==> src/rtl/xfade_matrix.sv <==
// Time-multiplexed N_IN x N_OUT routing matrix with click-free linear crossfade on select changes.
// Optional per-sink Q1.7 output gain stage is enabled by defining XFADE_MATRIX_GAIN_EN.
module xfade_matrix #(
    parameter int BITSIZE   = 16,
    parameter int N_IN      = 16,
    parameter int N_OUT     = 12,
    parameter int SELSIZE   = 4,
    parameter int RAMP_BITS = 6
) (
    input  logic                       clk,
    input  logic                       rst_n,
    input  logic                       sample_strobe,
    input  logic [N_IN*BITSIZE-1:0]    in_bus,
    input  logic [N_OUT*SELSIZE-1:0]   sel_bus,
`ifdef XFADE_MATRIX_GAIN_EN
    input  logic [N_OUT*8-1:0]         gain_bus,
`endif
    output logic [N_OUT*BITSIZE-1:0]   out_bus,
    output logic                       busy,
    output logic                       overrun
);

    localparam int SLOT_W = (N_OUT > 1) ? $clog2(N_OUT) : 1;
    localparam int K_W    = RAMP_BITS + 1;
    localparam int P_W    = BITSIZE + RAMP_BITS + 3;
    localparam logic [K_W-1:0] K_FULL = {1'b1, {RAMP_BITS{1'b0}}};
`ifdef XFADE_MATRIX_GAIN_EN
    localparam int N_DRAIN = 3;
    localparam int G_W     = BITSIZE + 9;
`else
    localparam int N_DRAIN = 2;
`endif

    typedef enum logic [2:0] {S_IDLE, S_CAPTURE, S_PROC, S_DRAIN, S_COMMIT} state_t;

    state_t                     r_state;
    logic [SLOT_W-1:0]          r_slot;
    logic [1:0]                 r_drain;
    logic                       r_busy;
    logic                       r_overrun;
    logic [N_OUT*BITSIZE-1:0]   r_out;
    logic signed [BITSIZE-1:0]  r_snap [N_IN];
    logic [SELSIZE-1:0]         r_sel  [N_OUT];
    logic [SELSIZE-1:0]         r_cur  [N_OUT];
    logic [SELSIZE-1:0]         r_prev [N_OUT];
    logic [K_W-1:0]             r_k    [N_OUT];
    logic signed [BITSIZE-1:0]  r_res  [N_OUT];
`ifdef XFADE_MATRIX_GAIN_EN
    logic [7:0]                 r_gain [N_OUT];
`endif

    logic [SELSIZE-1:0]         w_sel, w_cur, w_prev, w_cur_n, w_prev_n;
    logic [K_W-1:0]             w_k, w_k_n;
    logic                       w_start;
    logic signed [BITSIZE-1:0]  w_a, w_b;
    logic signed [BITSIZE:0]    w_d;
    logic signed [P_W-1:0]      w_p;

    // Ramp decision for the sink in the current slot; the sample uses the post-update state.
    always_comb begin
        w_sel    = r_sel[r_slot];
        w_cur    = r_cur[r_slot];
        w_prev   = r_prev[r_slot];
        w_k      = r_k[r_slot];
        w_start  = (w_k == K_FULL) && (w_sel != w_cur);
        w_cur_n  = w_start ? w_sel : w_cur;
        w_prev_n = w_start ? w_cur : w_prev;
        if (w_start)
            w_k_n = '0;
        else if (w_k != K_FULL)
            w_k_n = w_k + 1'b1;
        else
            w_k_n = w_k;
        w_a = '0;
        w_b = '0;
        if (int'(w_prev_n) < N_IN)
            w_a = r_snap[w_prev_n];
        if (int'(w_cur_n) < N_IN)
            w_b = r_snap[w_cur_n];
        w_d = {w_b[BITSIZE-1], w_b} - {w_a[BITSIZE-1], w_a};
        w_p = P_W'(w_d) * P_W'($signed({1'b0, w_k_n}));
    end

    always_ff @(posedge clk or negedge rst_n) begin
        if (!rst_n) begin
            r_state   <= S_IDLE;
            r_slot    <= '0;
            r_drain   <= '0;
            r_busy    <= 1'b0;
            r_overrun <= 1'b0;
            r_out     <= '0;
            for (int unsigned i = 0; i < N_IN; i++)
                r_snap[i] <= '0;
            for (int unsigned j = 0; j < N_OUT; j++) begin
                r_sel[j]  <= '1;
                r_cur[j]  <= '1;
                r_prev[j] <= '1;
                r_k[j]    <= K_FULL;
`ifdef XFADE_MATRIX_GAIN_EN
                r_gain[j] <= '0;
`endif
            end
        end else begin
            if (sample_strobe && (r_state != S_IDLE))
                r_overrun <= 1'b1;
            case (r_state)
                S_IDLE: begin
                    if (sample_strobe) begin
                        r_state <= S_CAPTURE;
                        r_busy  <= 1'b1;
                    end
                end
                S_CAPTURE: begin
                    for (int unsigned i = 0; i < N_IN; i++)
                        r_snap[i] <= in_bus[i*BITSIZE +: BITSIZE];
                    for (int unsigned j = 0; j < N_OUT; j++) begin
                        r_sel[j] <= sel_bus[j*SELSIZE +: SELSIZE];
`ifdef XFADE_MATRIX_GAIN_EN
                        r_gain[j] <= gain_bus[j*8 +: 8];
`endif
                    end
                    r_slot  <= '0;
                    r_state <= S_PROC;
                end
                S_PROC: begin
                    r_cur[r_slot]  <= w_cur_n;
                    r_prev[r_slot] <= w_prev_n;
                    r_k[r_slot]    <= w_k_n;
                    if (r_slot == SLOT_W'(N_OUT - 1)) begin
                        r_drain <= '0;
                        r_state <= S_DRAIN;
                    end else begin
                        r_slot <= r_slot + 1'b1;
                    end
                end
                S_DRAIN: begin
                    if (r_drain == 2'(N_DRAIN - 1))
                        r_state <= S_COMMIT;
                    else
                        r_drain <= r_drain + 1'b1;
                end
                S_COMMIT: begin
                    for (int unsigned j = 0; j < N_OUT; j++)
                        r_out[j*BITSIZE +: BITSIZE] <= r_res[j];
                    r_busy  <= 1'b0;
                    r_state <= S_IDLE;
                end
                default: r_state <= S_IDLE;
            endcase
        end
    end

    logic                       r_v1;
    logic [SLOT_W-1:0]          r_i1;
    logic signed [BITSIZE-1:0]  r_a1;
    logic signed [P_W-1:0]      r_p1;
    logic signed [P_W-1:0]      w_sum;
    logic signed [BITSIZE-1:0]  w_y;
`ifdef XFADE_MATRIX_GAIN_EN
    logic [7:0]                 r_g1, r_g2;
    logic                       r_v2;
    logic [SLOT_W-1:0]          r_i2;
    logic signed [BITSIZE-1:0]  r_y2;
    logic signed [G_W-1:0]      w_gp, w_gs;
    logic signed [BITSIZE-1:0]  w_z;
`endif

    always_comb begin
        w_sum = P_W'(r_a1) + (r_p1 >>> RAMP_BITS);
        w_y   = w_sum[BITSIZE-1:0];
`ifdef XFADE_MATRIX_GAIN_EN
        w_gp = G_W'(r_y2) * G_W'($signed({1'b0, r_g2}));
        w_gs = w_gp >>> 7;
        // In range only when every bit above the result's sign bit matches it.
        if ((w_gs[G_W-1:BITSIZE-1] == '0) || (w_gs[G_W-1:BITSIZE-1] == '1))
            w_z = w_gs[BITSIZE-1:0];
        else if (w_gs[G_W-1])
            w_z = {1'b1, {(BITSIZE-1){1'b0}}};
        else
            w_z = {1'b0, {(BITSIZE-1){1'b1}}};
`endif
    end

    always_ff @(posedge clk or negedge rst_n) begin
        if (!rst_n) begin
            r_v1 <= 1'b0;
            r_i1 <= '0;
            r_a1 <= '0;
            r_p1 <= '0;
            for (int unsigned j = 0; j < N_OUT; j++)
                r_res[j] <= '0;
`ifdef XFADE_MATRIX_GAIN_EN
            r_g1 <= '0;
            r_g2 <= '0;
            r_v2 <= 1'b0;
            r_i2 <= '0;
            r_y2 <= '0;
`endif
        end else begin
            r_v1 <= (r_state == S_PROC);
            r_i1 <= r_slot;
            r_a1 <= w_a;
            r_p1 <= w_p;
`ifdef XFADE_MATRIX_GAIN_EN
            r_g1 <= r_gain[r_slot];
            r_v2 <= r_v1;
            r_i2 <= r_i1;
            r_y2 <= w_y;
            r_g2 <= r_g1;
            if (r_v2)
                r_res[r_i2] <= w_z;
`else
            if (r_v1)
                r_res[r_i1] <= w_y;
`endif
        end
    end

    assign out_bus = r_out;
    assign busy    = r_busy;
    assign overrun = r_overrun;

endmodule

==> config.mk <==
export PLATFORM = sky130hd
export DESIGN_NAME = xfade_matrix
export DESIGN_NICKNAME = d
export VERILOG_FILES = /design/src/rtl/xfade_matrix.sv
export SDC_FILE = /design/constraint.sdc
export NUM_CORES = 2
export LEC_CHECK = 0
export ABC_AREA = 1
export CORE_UTILIZATION = 35
export DETAILED_ROUTE_END_ITERATION = 8
export GPL_ROUTABILITY_DRIVEN = 0
export PLACE_DENSITY_LB_ADDON = 0.1
export SKIP_LAST_GASP = 1
export SYNTH_ARGS = -nofsm -noshare
export SYNTH_HDL_FRONTEND = slang
export SYNTH_SLANG_ARGS = --single-unit
==> constraint.sdc <==
create_clock -name clk -period 12 [get_ports clk]
set_input_delay 1.2 -clock clk [delete_from_list [all_inputs] [get_ports clk]]
set_output_delay 1.2 -clock clk [all_outputs]
set_load 0.1 [all_outputs]
==> results.txt <==
Fin Setup TNS = 0 ns
vias in the first global route = 37615
Top FF cell, synth = dfrtp_1
WS Path Type = reg -> reg
CP max stage delay = 0.83 ns
register area share after synthesis = 50.1%
core area = 0.130 mm^2
Worst-path clk slew = 0.06 ns
crit path DAT = 10.81 ns
final hold vios = 0
final setup skew = 0.0472 ns
Resized Gates After CTS = 0
drt total wl = 156000 um
Synth Area in Adders = 5.74%
period utilization = 84.9%
Post-Syn Instances = 5727
# hold bufs at CTS = 0
WP data required = 12.62 ns
Die W = 365 um
pre-CTS setup slack = 1.89 ns
Max Root-Sink Buffers = 3
IO Port Bufs = 500
DIE HEIGHT = 365 um
Worst slew margin = 17.8%
Yosys warnings = 0
first-pass GRT wire length = 238000 um
worst slew pin tran = 1.23 ns
EDFF count, synth = 0
placed cell area = 0.0526 mm^2
FF-to-FF setup slack = 1.81 ns
CTS Sinks = 916
I/O pin count = 501
GRT Overall Usage = 23.4%
post-DR wirelength/cell = 19.8 um
Post-Syn Area = 0.0461 mm^2
final setup vio count = 0
insertion delay to the later sink of the worst-skew pair = 0.70 ns
initial core utilization = 35.4%
status = completed
critical path's slowest cell = dfrtp_4
Layout Nets = 6528
via count = 39002
Die ar. = 0.133 mm^2
Iteration-0 DRC Markers = 3350
Inserted Clock Buffers = 103
Synth Area per Inst = 8.05 um^2
mux cell area share after synthesis = 0%
CTS tree = yes
DR pass1 iterations = 5
P&R area growth vs syn = 21.9%
DRC = 0
post-route minimum period = 10.19 ns
initial antenna violation count = 4
layout cells sized above 1 = 7.55%
CP dominant cell by count = nand2_1
Async SR Flop Fraction = 100%
Max Cap Violations = 0
Antenna Cells = 0
Seq cells post-synth = 916
Synth Area in Simple Gates = 22.6%
Filler Cells Inserted = 13220
Worst Path Max Fanout = 70
Unique masters post-synth = 47
# rows = 132
grt ovf = 0
fin worst setup slack = 1.81 ns
DPL Wire Length = 110000 um
Via density = 4.95
Max Freq = 0.0981 GHz
Synth Area in Compound Gates = 13.3%
worst min-delay path category = reg -> reg
H-Tree Depth = 3
Slew Viols, Final = 0
startpoint types = flip-flop
Root Buffer = clkbuf_16
Post-CTS Setup Inserts = 0
RSZ-0062 raised after global routing = no
Post-Synth XOR/XNOR Area = 0.797%
nature of the critical path endpoint = flip-flop
pin count of the biggest net entering global routing = 214
largest family of logic cells by synthesized area = simple AND/OR/NAND/NOR gates
final core occ = 43.2%
Design Area, Final = 0.0563 mm^2
synthesized net count = 6196
antenna-violating nets left = 0
==> cell families after synthesis <==
group	after synthesis
flip-flops	916
XOR/XNOR	42
AND/OR/NAND/NOR	2673
AO/OA/AOI/OAI	1081
buffers and inverters	853
adder cells (fa/ha/maj)	162
==> routing by layer <==
metal | vias to the layer above | part of all wire (%) | GRT usage, %
met1 | 18743 | 45 | 32.7
li1 | 18944 | - | -
met5 | - | 0 | 0
met4 | 0 | 3.2 | 7.30
met2 | 1093 | 46 | 37.7
met3 | 222 | 5.0 | 3.01
==> registers in the layout, summed over array words and instances (netlist names), 3 cells and up <==
| name | cells |
|---|---|
| r_prev | 48 |
| r_sel | 48 |
| r_p1 | 16 |
| r_a1 | 16 |
| out_bus | 192 |
| r_cur | 48 |
| r_res | 192 |
| r_i1 | 4 |
| r_state | 3 |
| r_k | 84 |
| r_slot | 4 |
| r_snap | 256 |
==> path summary, 6_finish.rpt <==
kind | start | endpoint | cells after the start
setup / recovery | r_slot[0] | r_p1[21] | 44
hold / removal | r_sel[4] | r_sel[4] | 2
setup reg to reg | r_slot[0] | r_p1[21] | 44
hold reg to reg | r_sel[4] | r_sel[4] | 2
max in group asynchronous | rst_n | r_a1[9] | 4
min in group asynchronous | rst_n | out_bus[144] | 1
==> Yosys cell counts, types with 29 or more instances <==
cell         n  share of area [%]
a21oi_1     56               0.61
buf_2       69               0.75
buf_4       33               0.54
clkbuf_1   234                1.9
dfrtp_1    760                 41
dfstp_2    156                8.9
fa_1        83                3.6
ha_1        79                2.1
inv_1      472                3.8
nand2_1   2184                 18
nand3_1    217                2.4
nor2_1     232                1.9
o211ai_1   249                4.1
o21ai_0    710                7.7
o21ai_1     33               0.36
xor2_1      29               0.55
==> cells in the final DEF (no fill, tap or decap), types with 17 or more instances in the layout <==
cell	n
inv_1	470
ha_1	79
dfstp_2	156
clkbuf_8	28
a21oi_1	56
nand2_1	2183
nor2_1	231
clkbuf_16	104
buf_4	71
clkdlybuf4s50_1	499
clkbuf_1	19
fa_1	83
o211ai_1	249
nand3_1	212
o21ai_1	32
xor2_1	29
clkinv_2	17
inv_2	23
o21ai_0	710
dfrtp_1	758
==> area by class of cell <==
class / instances / area, um^2 / share of cell area [%]
Clock buffer: 151 / 3060 / 5.44
Timing Repair Buffer: 583 / 5780 / 10.3
Sequential cell: 916 / 23100 / 41.1
Multi-Input combinational cell: 3958 / 19600 / 34.9
Clock inverter: 40 / 612 / 1.09
Tap cell: 1742 / 2180 / 3.87
Inverter: 497 / 1870 / 3.33
==> through the flow <==
stage	hold WS [ns]	std cells
after floorplan	0.402	5727
after global placement	0.444	7696
after detailed placement	0.451	7696
after CTS	0.465	7887
after global routing	0.472	7887
final	0.464	7887
==> worst max-delay path: cells and delay by family, from the launching register on <==
family,cells,cell delay [ns]
flops,1,0.83
fa+ha+maj,7,2.79
xor+xnor,1,0.43
buf+inv,6,1.03
simple gates,18,2.13
compound gates,12,2.80
Power is left out: the tool's default activity adds up to more than one toggle a clock period on the data nets, which glitch-free logic cannot reach.
